[config.mk]
export PLATFORM = sky130hd
export DESIGN_NAME = fetch_stage
export DESIGN_NICKNAME = d
export VERILOG_FILES = /design/src/rtl/rv_pkg.sv /design/src/rtl/if_id_reg.sv /design/src/rtl/fetch_stage.sv
export SDC_FILE = /design/constraint.sdc
export NUM_CORES = 1
export LEC_CHECK = 0
export ABC_CLOCK_PERIOD_IN_PS = 3300
export BUFFER_PORTS_ARGS = -buffer_cell sky130_fd_sc_hd__buf_2
export CORE_ASPECT_RATIO = 2
export CORE_MARGIN = 2
export CORE_UTILIZATION = 25
export DETAILED_ROUTE_END_ITERATION = 7
export GPL_ROUTABILITY_DRIVEN = 0
export SETUP_SLACK_MARGIN = 0.3
export SYNTH_ARGS = -nofsm -noshare
export SYNTH_HDL_FRONTEND = slang
export SYNTH_SLANG_ARGS = --single-unit
[constraint.sdc]
create_clock -name clk -period 3.3 [get_ports clk]
set_clock_uncertainty 0.05 [all_clocks]
set_input_delay 0.165 -clock clk [delete_from_list [all_inputs] [get_ports clk]]
set_output_delay 0.165 -clock clk [all_outputs]
set_load 0.01 [all_outputs]
[src/rtl/rv_pkg.sv]
// Shared RV32 front-end definitions: NOP encoding, reset PC, fetch FSM states
// and the IF/ID pipeline register layout.
package rv_pkg;

   localparam logic [31:0] NOP_INSTR        = 32'h0000_0013;
   localparam logic [31:0] RESET_PC_DEFAULT = 32'h0000_0000;

   typedef enum logic [0:0] {
      FETCH = 1'b0,
      HALT  = 1'b1
   } fetch_state_e;

   typedef struct packed {
      logic        valid;
      logic [31:0] instr;
      logic [31:0] pc;
      logic [31:0] pc_plus4;
      logic        exc_misaligned;
   } if_id_t;

endpackage

[src/rtl/if_id_reg.sv]
// IF/ID pipeline register: flush beats load beats consume; otherwise holds (stall).
module if_id_reg
   import rv_pkg::*;
#(
   parameter logic [31:0] RESET_PC = RESET_PC_DEFAULT
) (
   input  logic   clk,
   input  logic   rst_n,
   input  logic   load,
   input  logic   flush,
   input  logic   consume,
   input  if_id_t d,
   output if_id_t q
);

   if_id_t entry_q;

   always_ff @(posedge clk or negedge rst_n) begin
      if (!rst_n) begin
         entry_q.valid          <= 1'b0;
         entry_q.instr          <= NOP_INSTR;
         entry_q.pc             <= RESET_PC;
         entry_q.pc_plus4       <= RESET_PC + 32'd4;
         entry_q.exc_misaligned <= 1'b0;
      end else if (flush) begin
         // Data fields keep their last value; only validity is dropped.
         entry_q.valid <= 1'b0;
      end else if (load) begin
         entry_q <= d;
      end else if (consume) begin
         entry_q.valid <= 1'b0;
      end
   end

   assign q = entry_q;

endmodule

[src/rtl/fetch_stage.sv]
// Instruction-fetch stage: owns the PC, addresses imem and fills the IF/ID register,
// handling redirects and halting on a misaligned fetch address.
module fetch_stage
   import rv_pkg::*;
#(
   parameter logic [31:0] RESET_PC = RESET_PC_DEFAULT
) (
   input  logic        clk,
   input  logic        rst_n,
   output logic [31:0] imem_addr,
   input  logic [31:0] imem_instr,
   input  logic        redirect_valid,
   input  logic [31:0] redirect_pc,
   output logic        id_valid,
   input  logic        id_ready,
   output logic [31:0] id_instr,
   output logic [31:0] id_pc,
   output logic [31:0] id_pc_plus4,
   output logic        id_exc_misaligned
);

   fetch_state_e state_q;
   logic [31:0]  pc_q;
   logic [31:0]  pc_plus4;
   logic         misaligned;
   logic         load;
   logic         consume;
   if_id_t       entry_d;
   if_id_t       entry_q;

   assign pc_plus4   = pc_q + 32'd4;
   assign misaligned = (pc_q[1:0] != 2'b00);
   assign load       = (!entry_q.valid || id_ready) && (state_q == FETCH) && !redirect_valid;
   assign consume    = entry_q.valid && id_ready && !load;

   always_comb begin
      entry_d.valid          = 1'b1;
      entry_d.instr          = misaligned ? NOP_INSTR : imem_instr;
      entry_d.pc             = pc_q;
      entry_d.pc_plus4       = pc_plus4;
      entry_d.exc_misaligned = misaligned;
   end

   // A misaligned fetch emits one faulting NOP, then parks until a redirect.
   always_ff @(posedge clk or negedge rst_n) begin
      if (!rst_n) begin
         state_q <= FETCH;
         pc_q    <= RESET_PC;
      end else if (redirect_valid) begin
         state_q <= FETCH;
         pc_q    <= redirect_pc;
      end else if (load) begin
         if (misaligned) begin
            state_q <= HALT;
         end else begin
            pc_q <= pc_plus4;
         end
      end
   end

   if_id_reg #(
      .RESET_PC (RESET_PC)
   ) u_if_id_reg (
      .clk     (clk),
      .rst_n   (rst_n),
      .load    (load),
      .flush   (redirect_valid),
      .consume (consume),
      .d       (entry_d),
      .q       (entry_q)
   );

   assign imem_addr         = pc_q;
   assign id_valid          = entry_q.valid;
   assign id_instr          = entry_q.instr;
   assign id_pc             = entry_q.pc;
   assign id_pc_plus4       = entry_q.pc_plus4;
   assign id_exc_misaligned = entry_q.exc_misaligned;

endmodule

==> results.txt, run 1 <==
RSZ-0062 raised after global routing: false
worst endpoint required time: 3.61 ns
CP max stage delay: 0.73 ns
first-pass GRT wire length: 33220 um
fin util: 0.3411
WL/cell: 18.19 um
1st-pass router iterations: 4
Internal Dissipation: 3.354 mW
total power: 4.934 mW
ratio of cells with drive above 1 in the final layout: 0.2932
# resized after CTS: 0
# port buffers: 197
Bufs on Longest Clock Path: 2
Skew-Pair Late Insertion Delay: 0.44 ns
Arrival @ worst endpoint: 2.89 ns
status: complete, no violations
Die X: 116.9 um
CTS tree: built
HPWL after DPL: 15750 um
number of vias per cell: 4.739
Vias: 5763
Setup Buffers After CTS: 0
H-tree levels: 4
P per Cell Area: 577.9 mW/mm^2
synthesized flop and latch total: 129
fmax: 0.3884 GHz
Switching Fraction: 0.3201
Pins Over Slew Limit: 0
crit path max-delay cell type: or4_1
Ports: 198
post-route ant nets: 0
Slew HR: 0.4259
1st-iter DRT viols: 401
FP Rows: 82
Startpoint Class: flop
Area growth, synth to finish: 34.09%
Ys Warns: 0
total global routing overflow: 0
slew at the pin closest to its max-slew limit: 0.8611 ns
syn_nets: 731
max_cap viols: 0
number of synthesized flops with an enable pin: 0
Setup CP Type: flop to flop
Ant. Diodes: 0
die height: 229.7 um
share of power burned in registers: 0.417
number of global-route vias before repair: 5879
core area: 0.02503 sq mm
Yosys top cell area share: 0.4913
Pleak: 3.846 nW
combinational power share: 0.221
clock transition at the registers of the reported paths: 0.06 ns
CP Capture Type: flop
Num CTS Buffers: 17
main flop type after synthesis: dfrtp_1
Mean Syn Cell Area: 9.618 sq um
Die Area: 0.02684 sq mm
Hold Path Class: primary input to async pin
setup violators final: 0
register area share after synthesis: 0.5078
GR Util All Layers: 0.1652
Synth Instances: 662
cell taking the most area after synthesis: dfrtp_1
CTS root buf: clkbuf_16
Area contributors post-synth: dfrtp_1 (49%), nand2_1 (7.0%), buf_4 (4.2%)
worst-path cell chain: ha_1, nand4_1, or4_1, or4_1, a31oi_1
asr flop ratio synth: 1.000
Sink Count: 129
initial antenna violation count: 0
clock network fraction of design power: 0.363
total wire length: 22110 um
most frequent CP cell: or4_1
Initial Util: 0.2543
minimum clock period: 2.575 ns
Critical Path Fanout Max: 8
Synth cell types: 50
Final nets: 936
drt drc: 0
setup TNS: 0 ns
NetSw: 1.580 mW
period utilization: 0.7802
final hold violation count: 0
worst vdd ir: 0.0003282 V
post-synthesis cell area: 0.006367 sq mm
pin count of the biggest net entering global routing: 90
-- power groups by stage --
stage | Clock [mW] | Combinational [mW] | Sequential, mW
after detailed placement | 0 | 1.04 | 2.08
final | 1.79 | 1.09 | 2.06
after floorplan | 0 | 0.523 | 2.13
after CTS | 1.83 | 1.11 | 2.06
after global placement | 0 | 1.03 | 2.07
after global routing | 1.89 | 1.20 | 2.10
-- cell families (layout without fill, tap and decap cells) --
kind of cell    count (synthesis)  count (layout)  share of synthesized area
fa+ha+maj                       1               1                   0.001965
buf+inv                        94             312                    0.09216
compound gates                140             140                     0.1517
flops                         129             129                     0.5078
xor+xnor                       16              16                    0.02201
mux                             3               3                   0.005109
simple gates                  279             279                     0.2193
-- flip-flops by register name, indices dropped and copies added, names as in the netlist --
name / cells
imem_addr: 32
state_q: 1
u_if_id_reg.q: 96
-- Yosys cell counts (2+ instances only) --
cell	number
clkbuf_1	35
o41ai_1	2
or2_2	4
a21oi_1	3
or4_1	25
and4_1	3
buf_6	10
dfrtp_1	125
nor3_1	10
a22o_1	29
xnor2_1	13
nand3_1	14
inv_1	6
dfstp_2	4
o31ai_1	26
o32a_1	3
nor4_1	6
nand4_1	17
a31oi_1	35
a22oi_1	4
mux2_2	2
nor2b_1	5
dlygate4sd1_1	3
nor4b_1	3
nand4b_1	3
nand2_1	119
buf_2	2
buf_4	36
nor2_1	45
or3_1	11
xor2_1	3
o21ai_0	34
and3_1	5
-- cell type report --
| class | count | area (sq um) |
|---|---|---|
| fill | 2618 | 16500 |
| sequential | 129 | 3233 |
| multi-input combinational | 439 | 2560 |
| timing repair buffer | 274 | 1748 |
| clock buffer | 24 | 501.7 |
| tap | 336 | 420.4 |
| clock inverter | 8 | 52.55 |
| inverter | 6 | 22.52 |
-- through the flow --
stage / cell area (sq um) / setup WS [ns] / instances / hold WS (ns)
after floorplan: 6367 / 1.043 / 662 / -0.1806
after global placement: 7323 / 0.8200 / 1118 / 0.2290
after detailed placement: 7323 / 0.7952 / 1118 / 0.2381
after CTS: 8538 / 0.7633 / 1216 / 0.2882
after global routing: 8538 / 0.6251 / 1216 / 0.3255
final: 8538 / 0.7253 / 1216 / 0.2768
-- placed cells by master, fill, tap and decap left out, types with 4 or more instances in the layout --
cell type      netlist  routed
nor2b_1              5       5
dfstp_2              4       4
nor2_1              45      44
a22o_1              29      29
inv_1                6       6
o31ai_1             26      26
clkbuf_16            0      17
a22oi_1              4       4
or4_1               25      25
nor3_1              10       9
nand4_1             17      17
a31oi_1             35      35
nand3_1             14      14
buf_4               36      10
or3_1               11      10
nor4_1               6       6
dfrtp_1            125     125
o21ai_0             34      34
nand2_1            119     119
xnor2_1             13      13
clkbuf_8             0       5
and3_1               5       5
buf_2                2     196
clkinv_2             0       4
or2_2                4       4
dlygate4sd3_1        1      66
-- critical path: cells and delay by family, from the launching register on --
| kind | cells | cell delay, ns |
|---|---|---|
| AND/OR/NAND/NOR | 3 | 1.54 |
| adder cells (fa/ha/maj) | 1 | 0.28 |
| flip-flops | 1 | 0.47 |
| AO/OA/AOI/OAI | 1 | 0.17 |
-- routing by layer --
metal,vias up,GRT usage,part of all wire,wire length [um]
met5,-,0,0,0
met4,0,0.07757,0.032,711
met3,35,0.04296,0.052,1160
met2,182,0.3047,0.55,12120
met1,2784,0.1674,0.37,8118
li1,2762,-,-,-
-- path summary, 6_finish.rpt --
kind | start | end | slack, ns | depth (start not counted)
worst max-delay path | imem_addr[2] | imem_addr[28] | 0.73 | 5
worst min-delay path | rst_n | u_if_id_reg.q[58] | 0.28 | 2
worst max register to register | imem_addr[2] | imem_addr[28] | 0.73 | 5
worst min register to register | u_if_id_reg.q[46] | u_if_id_reg.q[46] | 0.42 | 2
max in group asynchronous | rst_n | u_if_id_reg.q[81] | 1.93 | 3
min in group clk | redirect_valid | state_q | 0.30 | 2
-- what timing repair did --
action	in CTS	in global routing
endpoints found under the setup margin	0	0
endpoints found under the hold margin	143	0
hold buffers	66	0
No activity file was read; power rests on OpenSTA's default activity.
==> inputs of run 2 (changes only) <==
ABC_CLOCK_PERIOD_IN_PS = 2550   (was 3300)
clock period = 2.55 ns   (was 3.3 ns; I/O delays follow)
==> results.txt, run 2 (synthesis results as in run 1) <==
max FFs per register: 96
final hold slack: 0.1043 ns
setup TNS: 0 ns
Top Layer Used: met4
Setup Buffers After CTS: 0
H-tree levels: 4
Setup CP Type: flop to flop
worst endpoint required time: 2.85 ns
drt drc: 0
reg2reg start: imem_addr[10]
period utilization: 0.8500
WHS Endpoint: state_q
total wire length: 22220 um
Slew HR: 0.5495
WL/cell: 17.95 um
clock transition at the registers of the reported paths: 0.06 ns
Bufs on Longest Clock Path: 2
Hold Path Class: primary input to flop
RSZ-0062 raised after global routing: false
r2r endpoint: u_if_id_reg.q[32]
Die X: 116.9 um
number of global-route vias before repair: 6089
pin count of the biggest net entering global routing: 65
post-route ant nets: 0
Ant. Diodes: 0
Skew-Pair Late Insertion Delay: 0.44 ns
reg2reg path depth: 4
CP Capture Type: flop
Pins Over Slew Limit: 0
setup violators final: 0
post-route design area: 0.008763 sq mm
core area: 0.02503 sq mm
routed wl met2: 12210 um
slew at the pin closest to its max-slew limit: 0.6758 ns
GR Util All Layers: 0.1725
M1 WL: 8073 um
max_cap viols: 0
# port buffers: 197
CTS tree: built
total global routing overflow: 0
ratio of cells with drive above 1 in the final layout: 0.3237
Vias: 5907
final hold violation count: 0
fin util: 0.3501
fmax: 0.4614 GHz
Pleak: 3.960 nW
P per Cell Area: 747.3 mW/mm^2
1st-pass router iterations: 5
status: complete, no violations
Sink Count: 129
FP Rows: 82
placed instance area: 0.007498 sq mm
worst vdd ir: 0.0004673 V
first-pass GRT wire length: 34670 um
Startpoint Class: flop
hold_sp: redirect_valid
hold depth: 2
length of routed met3 wiring: 1030 um
minimum clock period: 2.167 ns
die height: 229.7 um
Area growth, synth to finish: 37.63%
Ports: 198
number of vias per cell: 4.771
Arrival @ worst endpoint: 2.47 ns
most frequent cells in the layout: buf_2 (196), nand2_1 (119), dfrtp_1 (116), dlygate4sd3_1 (66), nor2_1 (44)
Initial Util: 0.2543
commonest non-fill, non-tap cell in the layout: buf_2
Num CTS Buffers: 17
total power: 6.549 mW
Critical Path Fanout Max: 12
Die Area: 0.02684 sq mm
HPWL after DPL: 16210 um
initial antenna violation count: 0
CTS root buf: clkbuf_16
FF-to-FF setup slack: 0.38 ns
1st-iter DRT viols: 267
Final nets: 959
-- run 2: stage by stage --
stage / setup WS, ns / instances
final: 0.3826 / 1238
after global routing: 0.3143 / 1238
after CTS: 0.3043 / 1238
after detailed placement: 0.2699 / 1141
after global placement: 0.2799 / 1141
after floorplan: 0.3051 / 662
-- run 2: worst max-delay path by stage --
stage | endpoint | slack (ns) | startpoint | depth (start not counted)
final | u_if_id_reg.q[32] | 0.38 | imem_addr[10] | 4
after global routing | imem_addr[31] | 0.31 | imem_addr[10] | 4
after CTS | u_if_id_reg.q[32] | 0.30 | imem_addr[12] | 4
after detailed placement | imem_addr[26] | 0.27 | imem_addr[10] | 4
after global placement | imem_addr[26] | 0.28 | imem_addr[10] | 4
after floorplan | imem_addr[28] | 0.31 | imem_addr[2] | 6
-- run 2: cell type report --
type / instances / area (sq um)
clock buffer: 23 / 467.9
multi-input combinational: 439 / 2579
sequential: 129 / 3244
fill: 2663 / 16270
clock inverter: 8 / 105.1
timing repair buffer: 297 / 1924
tap: 336 / 420.4
inverter: 6 / 22.52
-- run 2: routing by layer --
layer	vias up	track usage
met4	0	0.08493
met1	2869	0.1782
met5	-	0
met2	184	0.3123
met3	52	0.04533
li1	2802	-
-- run 2: worst max-delay path, cell delays in order, from the launching register on --
cell,delay [ns]
dfrtp_2,0.50
nand4_4,0.17
or4_4,0.63
or4_1,0.54
a31oi_1,0.19
-- run 2: timing repair --
action | 4_1_cts | 5_1_grt
pin swaps | 0 | 1
gates resized for setup | 7 | 8
setup endpoints to repair | 10 | 66
hold buffers | 66 | 0
endpoints found under the hold margin | 125 | 0
-- run 2: power by group --
group	leakage (nW)	internal (mW)	switching, mW
Clock	0.282	1.49	0.939
Combinational	2.14	0.630	0.861
Sequential	1.54	2.39	0.242
